$ cat config.mk
export PLATFORM = sky130hd
export DESIGN_NAME = controle_exploracao_flat
export DESIGN_NICKNAME = d
export VERILOG_FILES = /design/src/rtl/controle_exploracao_if.sv /design/src/rtl/controle_exploracao.sv /design/src/flat_wrapper.sv
export SDC_FILE = /design/constraint.sdc
export NUM_CORES = 1
export LEC_CHECK = 0
export ABC_AREA = 1
export ABC_CLOCK_PERIOD_IN_PS = 1700
export CAP_MARGIN = 20
export CORE_MARGIN = 5
export CORE_UTILIZATION = 46
export CTS_CLUSTER_DIAMETER = 200
export DETAILED_ROUTE_END_ITERATION = 10
export HOLD_SLACK_MARGIN = 0.12
export PLACE_DENSITY = 0.8
export SYNTH_ARGS = -nofsm -noshare
export SYNTH_HDL_FRONTEND = slang
export SYNTH_SLANG_ARGS = --single-unit
$ cat constraint.sdc
create_clock -name clock -period 1.7 [get_ports clock]
set_input_delay 0.255 -clock clock [delete_from_list [all_inputs] [get_ports clock]]
set_output_delay 0.255 -clock clock [all_outputs]
set_load 0.01 [all_outputs]
$ cat src/rtl/controle_exploracao_if.sv
// Handshake bundle between the exploration sequencer, the frontier-search engine,
// the odometry source and the navigation block.
interface controle_exploracao_if #(
   parameter int tamanhoDistancia = 8
);
   logic                        habilitar;
   logic                        posicaoValida;
   logic [tamanhoDistancia-1:0] posX;
   logic [tamanhoDistancia-1:0] posY;
   logic                        buscaInicio;
   logic [tamanhoDistancia-1:0] buscaPosX;
   logic [tamanhoDistancia-1:0] buscaPosY;
   logic                        buscaFinalizada;
   logic                        buscaSemFronteira;
   logic [tamanhoDistancia-1:0] buscaDestinoX;
   logic [tamanhoDistancia-1:0] buscaDestinoY;
   logic                        malhaCongelada;
   logic                        destinoValido;
   logic                        destinoPronto;
   logic [tamanhoDistancia-1:0] destinoX;
   logic [tamanhoDistancia-1:0] destinoY;
   logic                        chegou;
   logic                        explorando;
   logic                        exploracaoCompleta;
   logic                        erroTimeout;

   modport master (
      input  habilitar, posicaoValida, posX, posY,
      input  buscaFinalizada, buscaSemFronteira, buscaDestinoX, buscaDestinoY,
      input  destinoPronto, chegou,
      output buscaInicio, buscaPosX, buscaPosY, malhaCongelada,
      output destinoValido, destinoX, destinoY,
      output explorando, exploracaoCompleta, erroTimeout
   );

   modport slave (
      output habilitar, posicaoValida, posX, posY,
      output buscaFinalizada, buscaSemFronteira, buscaDestinoX, buscaDestinoY,
      output destinoPronto, chegou,
      input  buscaInicio, buscaPosX, buscaPosY, malhaCongelada,
      input  destinoValido, destinoX, destinoY,
      input  explorando, exploracaoCompleta, erroTimeout
   );
endinterface

$ cat src/rtl/controle_exploracao.sv
// Exploration sequencer: pose capture, supervised frontier search with retry budget,
// destination hand-off to navigation and arrival wait. All outputs are registered.
module controle_exploracao #(
   parameter int tamanhoDistancia = 8,
   parameter int TIMEOUT_CICLOS   = 4096,
   parameter int MAX_TENTATIVAS   = 3
) (
   input  logic                  clock,
   input  logic                  reset,
   controle_exploracao_if.master bus
);
   localparam int TW = $clog2(TIMEOUT_CICLOS);
   localparam int AW = $clog2(MAX_TENTATIVAS + 1);
   localparam logic [TW-1:0] LIMITE_TIMEOUT    = TW'(TIMEOUT_CICLOS - 1);
   localparam logic [AW-1:0] LIMITE_TENTATIVAS = AW'(MAX_TENTATIVAS);

   typedef enum logic [2:0] {
      OCIOSO       = 3'd0,
      AGUARDA_POSE = 3'd1,
      DISPARA      = 3'd2,
      BUSCA        = 3'd3,
      ENTREGA      = 3'd4,
      NAVEGA       = 3'd5,
      COMPLETO     = 3'd6,
      FALHA        = 3'd7
   } estado_t;

   estado_t                     estado_r, estado_s;
   logic [TW-1:0]               contTimeout_r, contTimeout_s;
   logic [AW-1:0]               tentativas_r, tentativas_s, tentInc_s;
   logic                        buscaInicio_r, buscaInicio_s;
   logic [tamanhoDistancia-1:0] buscaPosX_r, buscaPosX_s;
   logic [tamanhoDistancia-1:0] buscaPosY_r, buscaPosY_s;
   logic                        malhaCongelada_r, malhaCongelada_s;
   logic                        destinoValido_r, destinoValido_s;
   logic [tamanhoDistancia-1:0] destinoX_r, destinoX_s;
   logic [tamanhoDistancia-1:0] destinoY_r, destinoY_s;
   logic                        explorando_r, explorando_s;
   logic                        exploracaoCompleta_r, exploracaoCompleta_s;
   logic                        erroTimeout_r, erroTimeout_s;

   function automatic logic [TW-1:0] incTimeout(input logic [TW-1:0] v);
      return (v == {TW{1'b1}}) ? v : v + TW'(1'b1);
   endfunction

   function automatic logic [AW-1:0] incTentativas(input logic [AW-1:0] v);
      return (v == {AW{1'b1}}) ? v : v + AW'(1'b1);
   endfunction

   // Next-state and next-output computation for the sequencer.
   always_comb begin
      estado_s             = estado_r;
      contTimeout_s        = contTimeout_r;
      tentativas_s         = tentativas_r;
      tentInc_s            = incTentativas(tentativas_r);
      buscaInicio_s        = 1'b0;
      buscaPosX_s          = buscaPosX_r;
      buscaPosY_s          = buscaPosY_r;
      malhaCongelada_s     = malhaCongelada_r;
      destinoValido_s      = destinoValido_r;
      destinoX_s           = destinoX_r;
      destinoY_s           = destinoY_r;
      exploracaoCompleta_s = exploracaoCompleta_r;
      erroTimeout_s        = erroTimeout_r;

      if (!bus.habilitar && (estado_r != OCIOSO)) begin
         // Abort: everything drops except the sticky result flags.
         estado_s         = OCIOSO;
         contTimeout_s    = {TW{1'b0}};
         tentativas_s     = {AW{1'b0}};
         malhaCongelada_s = 1'b0;
         destinoValido_s  = 1'b0;
         buscaPosX_s      = {tamanhoDistancia{1'b0}};
         buscaPosY_s      = {tamanhoDistancia{1'b0}};
         destinoX_s       = {tamanhoDistancia{1'b0}};
         destinoY_s       = {tamanhoDistancia{1'b0}};
      end else begin
         case (estado_r)
            OCIOSO: begin
               if (bus.habilitar) begin
                  estado_s             = AGUARDA_POSE;
                  exploracaoCompleta_s = 1'b0;
                  erroTimeout_s        = 1'b0;
               end else begin
                  estado_s = OCIOSO;
               end
            end
            AGUARDA_POSE: begin
               if (bus.posicaoValida) begin
                  buscaPosX_s = bus.posX;
                  buscaPosY_s = bus.posY;
                  estado_s    = DISPARA;
               end else begin
                  estado_s = AGUARDA_POSE;
               end
            end
            DISPARA: begin
               buscaInicio_s    = 1'b1;
               malhaCongelada_s = 1'b1;
               contTimeout_s    = {TW{1'b0}};
               estado_s         = BUSCA;
            end
            BUSCA: begin
               contTimeout_s = incTimeout(contTimeout_r);
               // A done strobe on the timeout cycle takes priority over the retry.
               if (bus.buscaFinalizada) begin
                  malhaCongelada_s = 1'b0;
                  if (bus.buscaSemFronteira) begin
                     estado_s = COMPLETO;
                  end else begin
                     destinoX_s = bus.buscaDestinoX;
                     destinoY_s = bus.buscaDestinoY;
                     estado_s   = ENTREGA;
                  end
               end else if (contTimeout_r == LIMITE_TIMEOUT) begin
                  malhaCongelada_s = 1'b0;
                  tentativas_s     = tentInc_s;
                  if (tentInc_s < LIMITE_TENTATIVAS) begin
                     estado_s = DISPARA;
                  end else begin
                     estado_s = FALHA;
                  end
               end else begin
                  estado_s = BUSCA;
               end
            end
            ENTREGA: begin
               if (!destinoValido_r) begin
                  destinoValido_s = 1'b1;
               end else if (bus.destinoPronto) begin
                  destinoValido_s = 1'b0;
                  tentativas_s    = {AW{1'b0}};
                  estado_s        = NAVEGA;
               end else begin
                  destinoValido_s = 1'b1;
               end
            end
            NAVEGA: begin
               if (bus.chegou) begin
                  estado_s = AGUARDA_POSE;
               end else begin
                  estado_s = NAVEGA;
               end
            end
            COMPLETO: begin
               exploracaoCompleta_s = 1'b1;
            end
            FALHA: begin
               erroTimeout_s = 1'b1;
            end
            default: begin
               estado_s = OCIOSO;
            end
         endcase
      end

      explorando_s = (estado_s != OCIOSO) && (estado_s != COMPLETO) && (estado_s != FALHA);
   end

   // State, counters and registered outputs with synchronous active-low reset.
   always_ff @(posedge clock) begin
      if (!reset) begin
         estado_r             <= OCIOSO;
         contTimeout_r        <= {TW{1'b0}};
         tentativas_r         <= {AW{1'b0}};
         buscaInicio_r        <= 1'b0;
         buscaPosX_r          <= {tamanhoDistancia{1'b0}};
         buscaPosY_r          <= {tamanhoDistancia{1'b0}};
         malhaCongelada_r     <= 1'b0;
         destinoValido_r      <= 1'b0;
         destinoX_r           <= {tamanhoDistancia{1'b0}};
         destinoY_r           <= {tamanhoDistancia{1'b0}};
         explorando_r         <= 1'b0;
         exploracaoCompleta_r <= 1'b0;
         erroTimeout_r        <= 1'b0;
      end else begin
         estado_r             <= estado_s;
         contTimeout_r        <= contTimeout_s;
         tentativas_r         <= tentativas_s;
         buscaInicio_r        <= buscaInicio_s;
         buscaPosX_r          <= buscaPosX_s;
         buscaPosY_r          <= buscaPosY_s;
         malhaCongelada_r     <= malhaCongelada_s;
         destinoValido_r      <= destinoValido_s;
         destinoX_r           <= destinoX_s;
         destinoY_r           <= destinoY_s;
         explorando_r         <= explorando_s;
         exploracaoCompleta_r <= exploracaoCompleta_s;
         erroTimeout_r        <= erroTimeout_s;
      end
   end

   assign bus.buscaInicio        = buscaInicio_r;
   assign bus.buscaPosX          = buscaPosX_r;
   assign bus.buscaPosY          = buscaPosY_r;
   assign bus.malhaCongelada     = malhaCongelada_r;
   assign bus.destinoValido      = destinoValido_r;
   assign bus.destinoX           = destinoX_r;
   assign bus.destinoY           = destinoY_r;
   assign bus.explorando         = explorando_r;
   assign bus.exploracaoCompleta = exploracaoCompleta_r;
   assign bus.erroTimeout        = erroTimeout_r;
endmodule
$ cat src/flat_wrapper.sv
// flat-port wrapper written by rule: the top's interface ports become plain ports
module controle_exploracao_flat 
#(
   parameter int tamanhoDistancia = 8,
   parameter int TIMEOUT_CICLOS   = 4096,
   parameter int MAX_TENTATIVAS   = 3
)
  (clock, reset, bus_habilitar, bus_posicaoValida, bus_posX, bus_posY, bus_buscaFinalizada, bus_buscaSemFronteira, bus_buscaDestinoX, bus_buscaDestinoY, bus_destinoPronto, bus_chegou, bus_buscaInicio, bus_buscaPosX, bus_buscaPosY, bus_malhaCongelada, bus_destinoValido, bus_destinoX, bus_destinoY, bus_explorando, bus_exploracaoCompleta, bus_erroTimeout);
  controle_exploracao_if #(.tamanhoDistancia(tamanhoDistancia)) bus_i ();
  input  logic clock;
  input  logic reset;
  input wire logic [$bits(bus_i.habilitar)-1:0] bus_habilitar;
  input wire logic [$bits(bus_i.posicaoValida)-1:0] bus_posicaoValida;
  input wire logic [$bits(bus_i.posX)-1:0] bus_posX;
  input wire logic [$bits(bus_i.posY)-1:0] bus_posY;
  input wire logic [$bits(bus_i.buscaFinalizada)-1:0] bus_buscaFinalizada;
  input wire logic [$bits(bus_i.buscaSemFronteira)-1:0] bus_buscaSemFronteira;
  input wire logic [$bits(bus_i.buscaDestinoX)-1:0] bus_buscaDestinoX;
  input wire logic [$bits(bus_i.buscaDestinoY)-1:0] bus_buscaDestinoY;
  input wire logic [$bits(bus_i.destinoPronto)-1:0] bus_destinoPronto;
  input wire logic [$bits(bus_i.chegou)-1:0] bus_chegou;
  output wire logic [$bits(bus_i.buscaInicio)-1:0] bus_buscaInicio;
  output wire logic [$bits(bus_i.buscaPosX)-1:0] bus_buscaPosX;
  output wire logic [$bits(bus_i.buscaPosY)-1:0] bus_buscaPosY;
  output wire logic [$bits(bus_i.malhaCongelada)-1:0] bus_malhaCongelada;
  output wire logic [$bits(bus_i.destinoValido)-1:0] bus_destinoValido;
  output wire logic [$bits(bus_i.destinoX)-1:0] bus_destinoX;
  output wire logic [$bits(bus_i.destinoY)-1:0] bus_destinoY;
  output wire logic [$bits(bus_i.explorando)-1:0] bus_explorando;
  output wire logic [$bits(bus_i.exploracaoCompleta)-1:0] bus_exploracaoCompleta;
  output wire logic [$bits(bus_i.erroTimeout)-1:0] bus_erroTimeout;
  assign bus_i.habilitar = bus_habilitar;
  assign bus_i.posicaoValida = bus_posicaoValida;
  assign bus_i.posX = bus_posX;
  assign bus_i.posY = bus_posY;
  assign bus_i.buscaFinalizada = bus_buscaFinalizada;
  assign bus_i.buscaSemFronteira = bus_buscaSemFronteira;
  assign bus_i.buscaDestinoX = bus_buscaDestinoX;
  assign bus_i.buscaDestinoY = bus_buscaDestinoY;
  assign bus_i.destinoPronto = bus_destinoPronto;
  assign bus_i.chegou = bus_chegou;
  assign bus_buscaInicio = bus_i.buscaInicio;
  assign bus_buscaPosX = bus_i.buscaPosX;
  assign bus_buscaPosY = bus_i.buscaPosY;
  assign bus_malhaCongelada = bus_i.malhaCongelada;
  assign bus_destinoValido = bus_i.destinoValido;
  assign bus_destinoX = bus_i.destinoX;
  assign bus_destinoY = bus_i.destinoY;
  assign bus_explorando = bus_i.explorando;
  assign bus_exploracaoCompleta = bus_i.exploracaoCompleta;
  assign bus_erroTimeout = bus_i.erroTimeout;
  controle_exploracao #(.tamanhoDistancia(tamanhoDistancia), .TIMEOUT_CICLOS(TIMEOUT_CICLOS), .MAX_TENTATIVAS(MAX_TENTATIVAS)) u_core (.clock(clock), .reset(reset), .bus(bus_i));
endmodule
==> results by group, run 1 <==
Outcome
  • Status: finished, final reports clean

Clocking
  • CTS tree: yes
  • Maximum level of the CTS H-tree: 2
  • Clk slew on worst S/H paths: around 100 ps
  • Hold Buf Count CTS: 0
  • Skew-Pair Late Insertion Delay: 300 ps
  • Post-CTS Setup Inserts: 0
  • Root Buffer: clkbuf_8
  • Num Clock Sinks: 55
  • CTS max path bufs: 2
  • Num CTS Buffers: 5
  • PostCTS Resize Cnt: 0

Critical path
  • Crit path launch type: register
  • Critical path arrival: between 1500 and 2000 ps
  • WS Path Type: reg2reg
  • CP required: 1910 ps
  • Crit-path max FO: 11
  • Setup crit end kind: register

Global route
  • Met1 usage: 0.230
  • First-pass GRT wire length: 10200 µm
  • GR Util met2: 0.321
  • GR peak layer: met2
  • GR Util All Layers: 0.196
  • Number of antenna violations at the first check in global routing: 0
  • Met3 Use GR: 0.0768
  • Remaining global-route overflow: 0
  • Largest net degree at the start of global routing: 45
  • Number of global-route vias before repair: between 2k and 2.5k

Floorplan
  • I/O pins: 78
  • Core ar.: slightly above 0.005 mm²
  • Die area: 0.00671 mm²
  • Site Rows: 26
  • Initial Utilization: 0.469
  • Die span in x: around 82 µm
  • Die Ht: a little over 80 µm

STA
  • Clock Skew: 4.96 ps
  • Final max-slew violation count: 0
  • Max Clk Rate: between 600 and 700 MHz
  • RSZ-0062 raised after global routing: no
  • Fin. Hold Viols: 0
  • Crit path time final: 1530 ps
  • Worst-margin pin slew: 301 ps
  • Headroom to the max-slew limit: 0.799
  • Final TNS setup: 0 ps
  • Fin crit share: 0.900
  • Final setup viols: 0

Layout
  • Share of cells above drive strength 1: 0.0821
  • Nets: roughly 450
  • ANT cells: 0
  • Post-route non-filler standard cell count: approximately 480
  • Post-route cell area: approximately 0.0034 mm²
  • Synthesis-to-finish area growth: 41.4%
  • Fin util: 0.663

Logic synthesis
  • Most numerous cell in the Yosys netlist: nand2_1
  • Synth top area cells: dfxtp_1 46%, nand2_1 18%, a21oi_1 11%, nor2_1 4.6%, inv_1 3.0%
  • Warnings, synthesis: 0
  • Syn avg cell area: 7.15 µm²
  • Synth top area share: 0.462
  • Synth Flop Type: dfxtp_1
  • Number of distinct library cells after synthesis: 26
  • Async SR Flop Fraction: 0
  • Synthesized flop and latch total: 55
  • Synthesized area: ~0.0024 mm²
  • Post-synthesis cell count: around 330
  • Synthesized net count: approximately 370
  • Yosys top cell by area: dfxtp_1
  • Sequential share of the synthesized area: 0.462
  • Post-synth EDFFs: 0
  • Top cells by count, synth: 115 x nand2_1, 55 x dfxtp_1, 51 x a21oi_1

Hold path
  • Hold Crit Class: reg2reg

Routing
  • DRT iter0 DRCs: between 90 and 100
  • First drt pass iteration count: 4
  • Final wirelength: between 6000 and 7000 µm
  • Vias per cell: 4.85
  • DRC: 0
  • Antenna-violating nets left: 0
  • Vias: around 2.3k
  • Avg WL per Cell: about 12 µm

Pwr
  • LEAKAGE: between 1 and 1.5 nW
  • Final Power: ~0.0036 W
  • Pwr/cell area: ~1100 mW/mm²
  • VDD IR-drop max: between 0.6 and 0.7 mV

Place
  • IO Port Bufs: 77
  • Cells after DPL: 476
  • DP Area: about 0.0032 mm²
  • Post-DP HPWL: 4300 µm
  • Final Wtd Congestion: 0.877

Flow run
  • MaxCap Viol Count: 0
final cells by class:
class                      instances  area, µm²
fill                             494       1710
sequential                        55       1100
tap                               70       87.6
timing repair buffer              82        821
clock inverter                     2       60.1
multi-input combinational        243       1120
clock buffer                       6       72.6
inverter                          26        103
through the flow:
step	worst slack, ps	hold slack [ps]
final	171	465
after global routing	16.5	475
after CTS	146	470
after detailed placement	101	455
after global placement	144	449
after floorplan	259	390
cell usage in the layout (no fill, tap or decap), drive strengths merged:
cell type and n:
nand2 122, clkdlybuf4s50 77, dfxtp 55, a21oi 51
nor2 32, inv 24, nand3 16, o21ai 9
clkbuf 6, nand4 5, buf 5, nor3 3
clkinv 2, xor2 2, bufinv 2, nand3b 1
o211ai 1, ha 1
worst paths after layout:
path                                              start  cells after the start  slack, ps                      end
worst max-delay path            u_core.contTimeout_r[0]                      9        170  u_core.contTimeout_r[2]
worst min-delay path             u_core.bus.erroTimeout                      2        460   u_core.bus.erroTimeout
worst max register to register  u_core.contTimeout_r[0]                      9        170  u_core.contTimeout_r[2]
worst min register to register   u_core.bus.erroTimeout                      2        460   u_core.bus.erroTimeout
critical path, stage by stage, from the launching register on:
cell and delay (ps):
dfxtp_2 350, ha_1 200, nand2_1 110, nor2_1 80, nand2_2 80, nand2_4 60
nand2_4 140, clkinv_2 170, o21ai_0 180, nor2_1 60
sequential cells by signal, indices dropped and copies added (netlist names):
signal                         cells
u_core.bus.malhaCongelada          1
u_core.bus.erroTimeout             1
u_core.bus.destinoValido           1
u_core.bus.explorando              1
u_core.tentativas_r                2
u_core.estado_r                    3
u_core.bus.destinoX                8
u_core.bus.buscaPosX               8
u_core.bus.buscaPosY               8
u_core.bus.buscaInicio             1
u_core.contTimeout_r              12
u_core.bus.destinoY                8
u_core.bus.exploracaoCompleta      1
per-layer routing:
metal,part of all wire,vias to the layer above
li1,-,1222
met1,0.43,1049
met2,0.47,66
met3,0.086,10
met4,0.013,0
met5,0,-
cell families after synthesis:
kind of cell	share of synthesized area
and+or+nand+nor	0.327
AOI/OAI and AO/OA	0.129
DFF	0.462
buffers and inverters	0.0683
xor gates and xnor gates	0.00736
adders and majority gates	0.00525
report_power, final:
part	internal (W)	switching, W	leakage, nW	total, W
clock network	0.000589	0.000425	0.0654	0.00101
logic	0.000440	0.000664	0.697	0.00110
registers	0.00141	0.0000974	0.445	0.00151
total	0.00244	0.00119	1.21	0.00363
Note: power is estimated with default switching activity, not from simulation.
==> run 2, diff against run 1 <==
--- a/config.mk
+++ b/config.mk
@@ -7,13 +7,14 @@
 export LEC_CHECK = 0
 export ABC_AREA = 1
 export ABC_CLOCK_PERIOD_IN_PS = 1700
-export CAP_MARGIN = 20
+export CAP_MARGIN = 0
 export CORE_MARGIN = 5
 export CORE_UTILIZATION = 46
 export CTS_CLUSTER_DIAMETER = 200
 export DETAILED_ROUTE_END_ITERATION = 10
 export HOLD_SLACK_MARGIN = 0.12
 export PLACE_DENSITY = 0.8
+export SKIP_CTS_REPAIR_TIMING = 1
 export SYNTH_ARGS = -nofsm -noshare
 export SYNTH_HDL_FRONTEND = slang
 export SYNTH_SLANG_ARGS = --single-unit
==> constraint.sdc (replaced) <==
create_clock -name clock -period 1.7 [get_ports clock]
set_input_delay 0.51 -clock clock [delete_from_list [all_inputs] [get_ports clock]]
set_output_delay 0.51 -clock clock [all_outputs]
set_load 0.01 [all_outputs]
==> run 2 against run 1 <==
Effect of this change: worst hold slack lost 2.2 ps; highest routed layer unchanged; critical endpoint is now bus_buscaInicio; non-clock buffer count rose by 4; clock-buffer cell count is the same; global-route usage fell by 0.58 points; clock skew up 4.6 ps; largest power group unchanged; core utilization increased by 1.5 points; register-to-register slack worse by 30 ps; die area unchanged.
==> results by group, run 2 (synthesis gave the netlist of run 1 again) <==
Layout
  • Multi-input logic area: 0.00112 mm² (unchanged)
  • Seq. cell area: 0.00110 mm² (-0.11%)
  • ANT cells: 0 (unchanged)
  • Post-route non-filler standard cell count: 488 (+0.83%)
  • Most frequent cells in the layout: 115 x nand2_1, 55 x dfxtp_1, 51 x a21oi_1
  • Commonest non-fill, non-tap cell in the layout: nand2_1
  • Share of cells above drive strength 1: 0.0885 (+0.00639)
  • Filler cells: 448 (-9.3%)
  • Largest Register: u_core.contTimeout_r
  • Max reg flops: 12 (unchanged)
  • Nets: 458 (+0.88%)
  • Synthesis-to-finish area growth: 44.6%

Flow run
  • MaxCap Viol Count: 0 (unchanged)

STA
  • Final setup viols: 0 (unchanged)
  • Crit path time final: 1650 ps (+126 ps)
  • Max Clk Rate: 604 MHz (-7.6%)
  • Headroom to the max-slew limit: 0.801 (+0.00224)
  • Final max-slew violation count: 0 (unchanged)
  • Fin crit share: 0.973 (+0.0739)
  • Fin. Hold Viols: 0 (unchanged)
  • Clock Skew: 9.61 ps (+4.65 ps)
  • Worst-margin pin slew: 298 ps (-3.36 ps)

Pwr
  • Final Power: 0.00335 W (-7.6%)
  • VDD IR-drop max: 0.606 mV (-6.7%)
  • LEAKAGE: 1.88 nW (+56%)
  • Pwr/cell area: 973 mW/mm² (-9.7%)

Routing
  • DRT iter0 DRCs: 122 (+27%)
  • WL met3: 573 µm (+11%)
  • WL met1: 2520 µm (-3.7%)
  • First drt pass iteration count: 4 (unchanged)
  • Antenna-violating nets left: 0 (unchanged)
  • Met2 WL: 2920 µm (+4.3%)
  • DRC: 0 (unchanged)
  • Vias per cell: 4.93 (+1.6%)
  • Final wirelength: 6130 µm (+2.0%)
  • Top Layer Used: met4
  • Avg WL per Cell: 12.6 µm (+1.1%)
  • Vias: 2405 (+2.5%)

Clocking
  • Num Clock Sinks: 55 (unchanged)
  • Root Buffer: clkbuf_8
  • Skew-Pair Late Insertion Delay: 310 ps (about the same)
  • Maximum level of the CTS H-tree: 2 (unchanged)
  • CTS max path bufs: 2 (unchanged)
  • CTS tree: yes
  • Clk slew on worst S/H paths: 100 ps (about the same)
  • Num CTS Buffers: 5 (unchanged)

Critical path
  • Worst stage delay on the critical path: 520 ps (+170 ps)
  • CP Cell Sequence: clkdlybuf4s50_1
  • Setup slack on the worst flop-to-flop path: 140 ps (-30 ps)
  • Worst path bufs/invs: 1 (unchanged)
  • Delay-heaviest family, CP: buffers and inverters
  • CP required: 1190 ps (-720 ps)
  • Crit path launch type: register
  • Critical path arrival: 1140 ps (-600 ps)
  • Crit-path max FO: 1 (-10)
  • Critical path's slowest cell: clkdlybuf4s50_1
  • Setup crit end kind: output pin
  • WS Path Type: reg2out

Place
  • Final Wtd Congestion: 0.875 (-0.14%)
  • Post-DP HPWL: 4400 µm (+2.3%)
  • IO Port Bufs: 77 (unchanged)
  • Cells after DPL: 480 (+0.84%)

Floorplan
  • I/O pins: 78 (unchanged)
  • Site Rows: 26 (unchanged)
  • Die span in x: 81.9 µm (unchanged)
  • Die Ht: 81.9 µm (unchanged)
  • Core ar.: 0.00507 mm² (unchanged)
  • Die area: 0.00671 mm² (unchanged)
  • Initial Utilization: 0.469 (unchanged)

Global route
  • First-pass GRT wire length: 9890 µm (-3.0%)
  • Largest net degree at the start of global routing: 45 (unchanged)
  • Remaining global-route overflow: 0 (unchanged)
  • GR Util All Layers: 0.190 (-0.00575)
  • Number of global-route vias before repair: 2237 (-2.5%)
  • Number of antenna violations at the first check in global routing: 0 (unchanged)

Outcome
  • Status: finished, final reports clean

Hold path
  • Hold Crit Class: reg2reg
## run 2: changes by cell type in the layout (fill, tap and decap cells not counted)
cell | before | now
clkinvlp_4 | 0 | 1
dfxtp_2 | 1 | 0
clkdlybuf4s50_1 | 77 | 40
dfxtp_1 | 54 | 55
buf_4 | 4 | 8
dlymetal6s2s_1 | 0 | 37
bufinv_16 | 2 | 0
inv_6 | 0 | 1
## run 2: tightest hold or removal path: stages, from the launching register on
cell	delay [ps]
dfxtp_1	320
nand2_1	60
a21oi_1	50
## run 2: stage by stage
stage,TNS (ps),worst slack [ps],hold WS (ps),cell area [µm²],util
2_1_floorplan,0,259,450,2380,-
3_3_place_gp,-2230,-91.5,450,3260,0.642
4_1_cts,-958,-51.4,469,3350,0.660
5_1_grt,-8.94,-8.94,487,3440,0.679
3_5_place_dp,-3980,-165,453,3260,0.642
6_report,0,45.1,463,3440,0.679
## run 2: report_power, final
group | switching (W) | leakage, nW | total [W] | internal, W
clock network | 0.000438 | 0.0418 | 0.000735 | 0.000297
registers | 0.0000945 | 0.445 | 0.00151 | 0.00141
logic | 0.000673 | 1.39 | 0.00111 | 0.000437
total | 0.00121 | 1.88 | 0.00335 | 0.00215
## run 2: per-layer routing
layer,track usage,vias to the layer above
met1,0.214,1089
li1,-,1236
met5,0,-
met2,0.319,72
met4,0.0598,0
met3,0.0866,8
## run 2: worst paths after layout
| check | startpoint | endpoint | cells past startpoint |
|---|---|---|---|
| max | u_core.bus.buscaInicio | bus_buscaInicio | 1 |
| min | u_core.bus.destinoX[0] | u_core.bus.destinoX[0] | 2 |
| max reg2reg | u_core.contTimeout_r[0] | u_core.contTimeout_r[2] | 9 |
| min reg2reg | u_core.bus.destinoX[0] | u_core.bus.destinoX[0] | 2 |
## run 2: layout make-up
cell class / instances / area share
Clock inverter: 2 / 0.00472
Clock buffer: 6 / 0.0211
Tap cell: 70 / 0.0254
Inverter: 26 / 0.0298
Timing Repair Buffer: 86 / 0.274
Multi-Input combinational cell: 243 / 0.325
Sequential cell: 55 / 0.320
==> run 3, diff against run 2 <==
--- a/config.mk
+++ b/config.mk
@@ -13,7 +13,7 @@
 export CTS_CLUSTER_DIAMETER = 200
 export DETAILED_ROUTE_END_ITERATION = 10
 export HOLD_SLACK_MARGIN = 0.12
-export PLACE_DENSITY = 0.8
+export PLACE_DENSITY_LB_ADDON = 0.3
 export SKIP_CTS_REPAIR_TIMING = 1
 export SYNTH_ARGS = -nofsm -noshare
 export SYNTH_HDL_FRONTEND = slang
==> run 3 against run 2 <==
Effect of this change: clock power grew 15%; clock skew is essentially flat; clock-buffer cell count shrank 1; largest power group unchanged; total power grew 4.3%; worst hold slack gained 1.2 ps; global-route usage grew 0.14 points; routed wire length grew 1.6%; flip-flop and latch count is the same; via count grew 0.17%; sequential share of layout area shrank 0.30 points.
==> results by group, run 3 (synthesis gave the netlist of run 1 again) <==
Layout
  • Post-route non-filler standard cell count: 489 (+0.20%)
  • Max reg flops: 12 (unchanged)
  • Commonest non-fill, non-tap cell in the layout: nand2_1
  • Share of cells above drive strength 1: 0.0931 (+0.00456)
  • ANT cells: 0 (unchanged)
  • Largest Register: u_core.contTimeout_r
  • Nets: 460 (+0.44%)
  • Synthesis-to-finish area growth: 46.0%
  • Most frequent cells in the layout: 115 x nand2_1, 55 x dfxtp_1, 51 x a21oi_1

Clocking
  • Maximum level of the CTS H-tree: 2 (unchanged)
  • CTS max path bufs: 2 (unchanged)
  • Clk slew on worst S/H paths: 100 ps (about the same)
  • Num Clock Sinks: 55 (unchanged)
  • Num CTS Buffers: 5 (unchanged)
  • Skew-Pair Late Insertion Delay: 310 ps (about the same)
  • Root Buffer: clkbuf_8
  • CTS tree: yes

STA
  • Final max-slew violation count: 0 (unchanged)
  • RSZ-0062 raised after global routing: no
  • Final TNS setup: 0 ps (unchanged)
  • Max Clk Rate: 600 MHz (-0.67%)
  • Setup ws final: 34.0 ps (-11.1 ps)
  • Clock Skew: 9.42 ps (-0.186 ps)
  • Headroom to the max-slew limit: 0.816 (+0.0152)
  • Fin crit share: 0.980 (+0.00655)
  • Fin. Hold Viols: 0 (unchanged)
  • Crit path time final: 1670 ps (+11.1 ps)
  • Worst-margin pin slew: 275 ps (-22.7 ps)
  • Final setup viols: 0 (unchanged)

Critical path
  • Worst path bufs/invs: 1 (unchanged)
  • Delay-heaviest family, CP: buffers and inverters
  • CP required: 1190 ps (about the same)
  • Crit path launch type: register
  • Setup crit end kind: output pin
  • CP Cell Sequence: clkdlybuf4s50_1
  • WS Path Type: reg2out
  • Critical path's slowest cell: clkdlybuf4s50_1
  • Crit-path max FO: 1 (unchanged)
  • Worst stage delay on the critical path: 530 ps (about the same)
  • Critical path arrival: 1160 ps (+20 ps)

Pwr
  • LEAKAGE: 1.90 nW (+1.2%)
  • VDD IR-drop max: 0.651 mV (+7.4%)
  • Gate power share: 0.327 (-0.004)
  • Clock share of power: 0.242 (+0.023)
  • Net Sw Power: 0.00119 W (-1.2%)
  • Pwr/cell area: 1010 mW/mm² (+3.3%)
  • Internal Power: 0.00231 W (+7.4%)
  • Switching share of power: 0.341 (-0.0191)
  • Power share of the sequential group: 0.431 (-0.018)

Place
  • IO Port Bufs: 77 (unchanged)
  • Post-DP HPWL: 4510 µm (+2.4%)
  • Cells after DPL: 482 (+0.42%)
  • Post-place setup slack: -103 ps (+62.7 ps)
  • Final Wtd Congestion: 0.836 (-4.5%)

Floorplan
  • Initial Utilization: 0.469 (unchanged)
  • Core ar.: 0.00507 mm² (unchanged)
  • Die span in x: 81.9 µm (unchanged)
  • Die Ht: 81.9 µm (unchanged)
  • Site Rows: 26 (unchanged)
  • Die area: 0.00671 mm² (unchanged)
  • I/O pins: 78 (unchanged)

Routing
  • DRT iter0 DRCs: 109 (-11%)
  • Vias: 2409 (+0.17%)
  • Vias per cell: 4.93 (about the same)
  • Antenna-violating nets left: 0 (unchanged)
  • First drt pass iteration count: 4 (unchanged)
  • Avg WL per Cell: 12.7 µm (+1.4%)
  • DRC: 0 (unchanged)
  • Final wirelength: 6230 µm (+1.6%)

Global route
  • First-pass GRT wire length: 10000 µm (+1.5%)
  • GR Util All Layers: 0.191 (+0.00139)
  • Number of global-route vias before repair: 2312 (+3.4%)
  • Number of antenna violations at the first check in global routing: 0 (unchanged)
  • Largest net degree at the start of global routing: 25 (-44%)
  • Remaining global-route overflow: 0 (unchanged)

Hold path
  • Hold Crit Class: reg2reg

Outcome
  • Status: finished, final reports clean

Flow run
  • MaxCap Viol Count: 0 (unchanged)
-- run 3: final timing paths --
check | start | endpoint | slack, ps | cells after the start
worst max-delay path | u_core.bus.explorando | bus_explorando | 30 | 1
worst min-delay path | u_core.bus.destinoX[0] | u_core.bus.destinoX[0] | 460 | 2
worst max register to register | u_core.contTimeout_r[0] | u_core.contTimeout_r[2] | 130 | 9
worst min register to register | u_core.bus.destinoX[0] | u_core.bus.destinoX[0] | 460 | 2
-- run 3: power groups by stage --
| stage | combinational [W] | clock (W) | sequential, W |
|---|---|---|---|
| 6_report | 0.00114 | 0.000845 | 0.00151 |
| 5_1_grt | 0.00127 | 0.000925 | 0.00152 |
| 4_1_cts | 0.00116 | 0.000874 | 0.00151 |
| 3_5_place_dp | 0.00115 | 0 | 0.00154 |
| 3_3_place_gp | 0.00114 | 0 | 0.00153 |
| 2_1_floorplan | 0.000670 | 0 | 0.00156 |
-- run 3: metal layers --
metal,GRT usage,share of wire
met1,0.217,0.40
met2,0.317,0.49
met3,0.0899,0.098
met5,0,0
met4,0.0615,0.013
-- run 3: worst min-delay path: stages (launching register included) --
cell     delay (ps)
dfxtp_1         320
nand2_1          60
a21oi_1          50
-- run 3: final cells by class --
cell class | instances | area [µm²]
fill | 438 | 1600
tap | 70 | 87.6
inverter | 26 | 103
clock buffer | 5 | 68.8
sequential | 55 | 1100
timing repair buffer | 88 | 958
clock inverter | 2 | 37.5
multi-input combinational | 243 | 1120
-- run 3: through the flow --
step	hold WS, ps	cell area, µm²	power [W]	utilization
CTS	470	3380	0.00354	0.666
global placement	448	3270	0.00267	0.645
floorplan	450	2380	0.00223	-
detailed placement	453	3270	0.00269	0.645
global route	483	3480	0.00372	0.685
finish	464	3480	0.00350	0.685
==> edit, RTL diff (config.mk and constraints of run 1) <==
`TIMEOUT_CICLOS` is set to 4096 in 2 places; all go to 1024.
--- a/src/rtl/controle_exploracao.sv
+++ b/src/rtl/controle_exploracao.sv
@@ -4,3 +4,3 @@
    parameter int tamanhoDistancia = 8,
-   parameter int TIMEOUT_CICLOS   = 4096,
+   parameter int TIMEOUT_CICLOS   = 1024,
    parameter int MAX_TENTATIVAS   = 3
--- a/src/flat_wrapper.sv
+++ b/src/flat_wrapper.sv
@@ -4,3 +4,3 @@
    parameter int tamanhoDistancia = 8,
-   parameter int TIMEOUT_CICLOS   = 4096,
+   parameter int TIMEOUT_CICLOS   = 1024,
    parameter int MAX_TENTATIVAS   = 3
Behaviour: same outputs for any inputs over 10 cycles, from zero or initial values and one cycle with reset low; that may be too few to reach the edited logic, so the function may still have changed.
==> edit against run 1 <==
  * Total power decreased by 4.2%
  * Routed wire length decreased by 4.8%
  * Area after synthesis decreased by 6.8%
  * Largest power group unchanged
  * Cell area decreased by 3.8%
  * Sequential cell count decreased by 2
  * Clock skew about the same
  * Highest routed layer unchanged
  * Critical endpoint is now u_core.contTimeout_r[0]
  * Setup slack improved by 43 ps
==> edit: results (changes against run 1) <==
set qor(status) {finished, final reports clean}
set qor(standby_leakage_power_nw) 1.31 ;# +8.7%
set qor(power.ir.vdd_worst_mv) 0.602 ;# -7.3%
set qor(fin_skew_ps) 5.43 ;# +0.471 ps
set qor(grt_use_total_pct) 19.0 ;# -0.57 points
set qor(worst_r2r_startpoint) {u_core.estado_r[0]}
set qor(number_of_global_route_vias_before_repair) 2126 ;# -7.4%
set qor(design.final.nets) 443 ;# -2.4%
set qor(reg2reg_to) {u_core.contTimeout_r[0]}
set qor(critical_path.max_fanout) 21 ;# +10
set qor(num_vias) 2258 ;# -3.8%
set qor(drt_iter0_markers) 110 ;# +15%
set qor(gp_congestion) 0.800 ;# -8.7%
set qor(post_dp_cell_area_um2) 3110 ;# -3.6%
set qor(layout-drive-gt1-share_pct) 8.68 ;# +0.47 points
set qor(synth.area.top_cells) {sky130_fd_sc_hd__dfxtp_1 (48%), sky130_fd_sc_hd__nand2_1 (14%), sky130_fd_sc_hd__nor2_1 (10%), sky130_fd_sc_hd__a21oi_1 (7.0%), sky130_fd_sc_hd__o21ai_0 (5.0%)}
set qor(rrSetupSlack_ps) 210 ;# +40 ps
set qor(list_of_most_frequent_post_synthesis_cells) {sky130_fd_sc_hd__nand2_1 (80), sky130_fd_sc_hd__nor2_1 (60), sky130_fd_sc_hd__dfxtp_1 (53)}
set qor(area.sequential_um2) 1060 ;# -3.7%
set qor(largest_register_ffs) 10 ;# -2
set qor(worst_pin_slew_ps) 336 ;# +35.0 ps
set qor(wl_per_cell_um) 12.5 ;# +0.87%
set qor(yosys.area_share.adder_pct) 0.564 ;# +0.038 points
set qor(synth-compound-area-share_pct) 13.1 ;# +0.21 points
set qor(timing.critical_path.slowest_stage_cell) {sky130_fd_sc_hd__dfxtp_1}
set qor(post_synthesis_xor_xnor_area_fraction_pct) 0 ;# -0.74 points
## edit: changes by cell type in the layout (fill, tap and decap cells not counted), sizes merged, moves of 8 or more
| cell | run 1 | this run |
|---|---|---|
| buf | 5 | 13 |
| nor2 | 32 | 63 |
| nand2 | 122 | 85 |
| a21oi | 51 | 31 |
| o21ai | 9 | 24 |
## edit: logic make-up after synthesis
family / Yosys count
AO/OA/AOI/OAI: 57
adder cells (fa/ha/maj): 1
buffers and inverters: 34
flip-flops: 53
AND/OR/NAND/NOR: 169
## edit: how the worst min path moves through the flow
stage | start | endpoint | slack [ps] | depth (start not counted)
final | u_core.bus.buscaPosY[7] | u_core.bus.buscaPosY[7] | 470 | 2
after global routing | bus_posY[3] | u_core.bus.buscaPosY[3] | 480 | 3
after CTS | u_core.bus.buscaPosY[5] | u_core.bus.buscaPosY[5] | 470 | 2
after detailed placement | u_core.bus.buscaPosX[7] | u_core.bus.buscaPosX[7] | 450 | 2
after global placement | u_core.bus.malhaCongelada | u_core.bus.malhaCongelada | 450 | 2
after floorplan | bus_buscaDestinoX[0] | u_core.bus.destinoX[0] | 390 | 2
## edit: per-layer routing
| layer | up-vias | global-route usage, % | part of all wire, % | wire [µm] |
|---|---|---|---|---|
| li1 | 1176 | - | - | - |
| met3 | 6 | 3.84 | 4.2 | 241 |
| met4 | 0 | 5.15 | 0.94 | 54 |
| met5 | - | 0 | 0 | 0 |
| met2 | 53 | 32.8 | 50 | 2870 |
| met1 | 1023 | 23.9 | 45 | 2570 |
## edit: final cells by class
cell class | instances | share of cell area [%]
sequential | 53 | 32.8
multi-input combinational | 227 | 31.4
timing repair buffer | 90 | 27.2
inverter | 25 | 2.98
clock buffer | 7 | 2.67
tap | 54 | 2.09
clock inverter | 1 | 0.927
## edit: metrics by stage
stage               instances  setup WS (ps)  hold slack (ps)
detailed placement        449           38.6              455
global placement          449           54.8              450
CTS                       457            141              469
global route              457           5.45              483
finish                    457            213              466
floorplan                 314            197              390
## edit: worst reg2reg max path, delay by kind of cell (launching register included)
family / cells / cell delay (ps)
simple gates: 5 / 620
flops: 1 / 370
buf+inv: 1 / 280
compound gates: 1 / 160
## edit: power breakdown
part / switching (mW) / internal [mW] / total (mW)
Sequential: 0.0896 / 1.37 / 1.46
Clock: 0.389 / 0.480 / 0.869
Combinational: 0.666 / 0.481 / 1.15
Total: 1.14 / 2.33 / 3.48
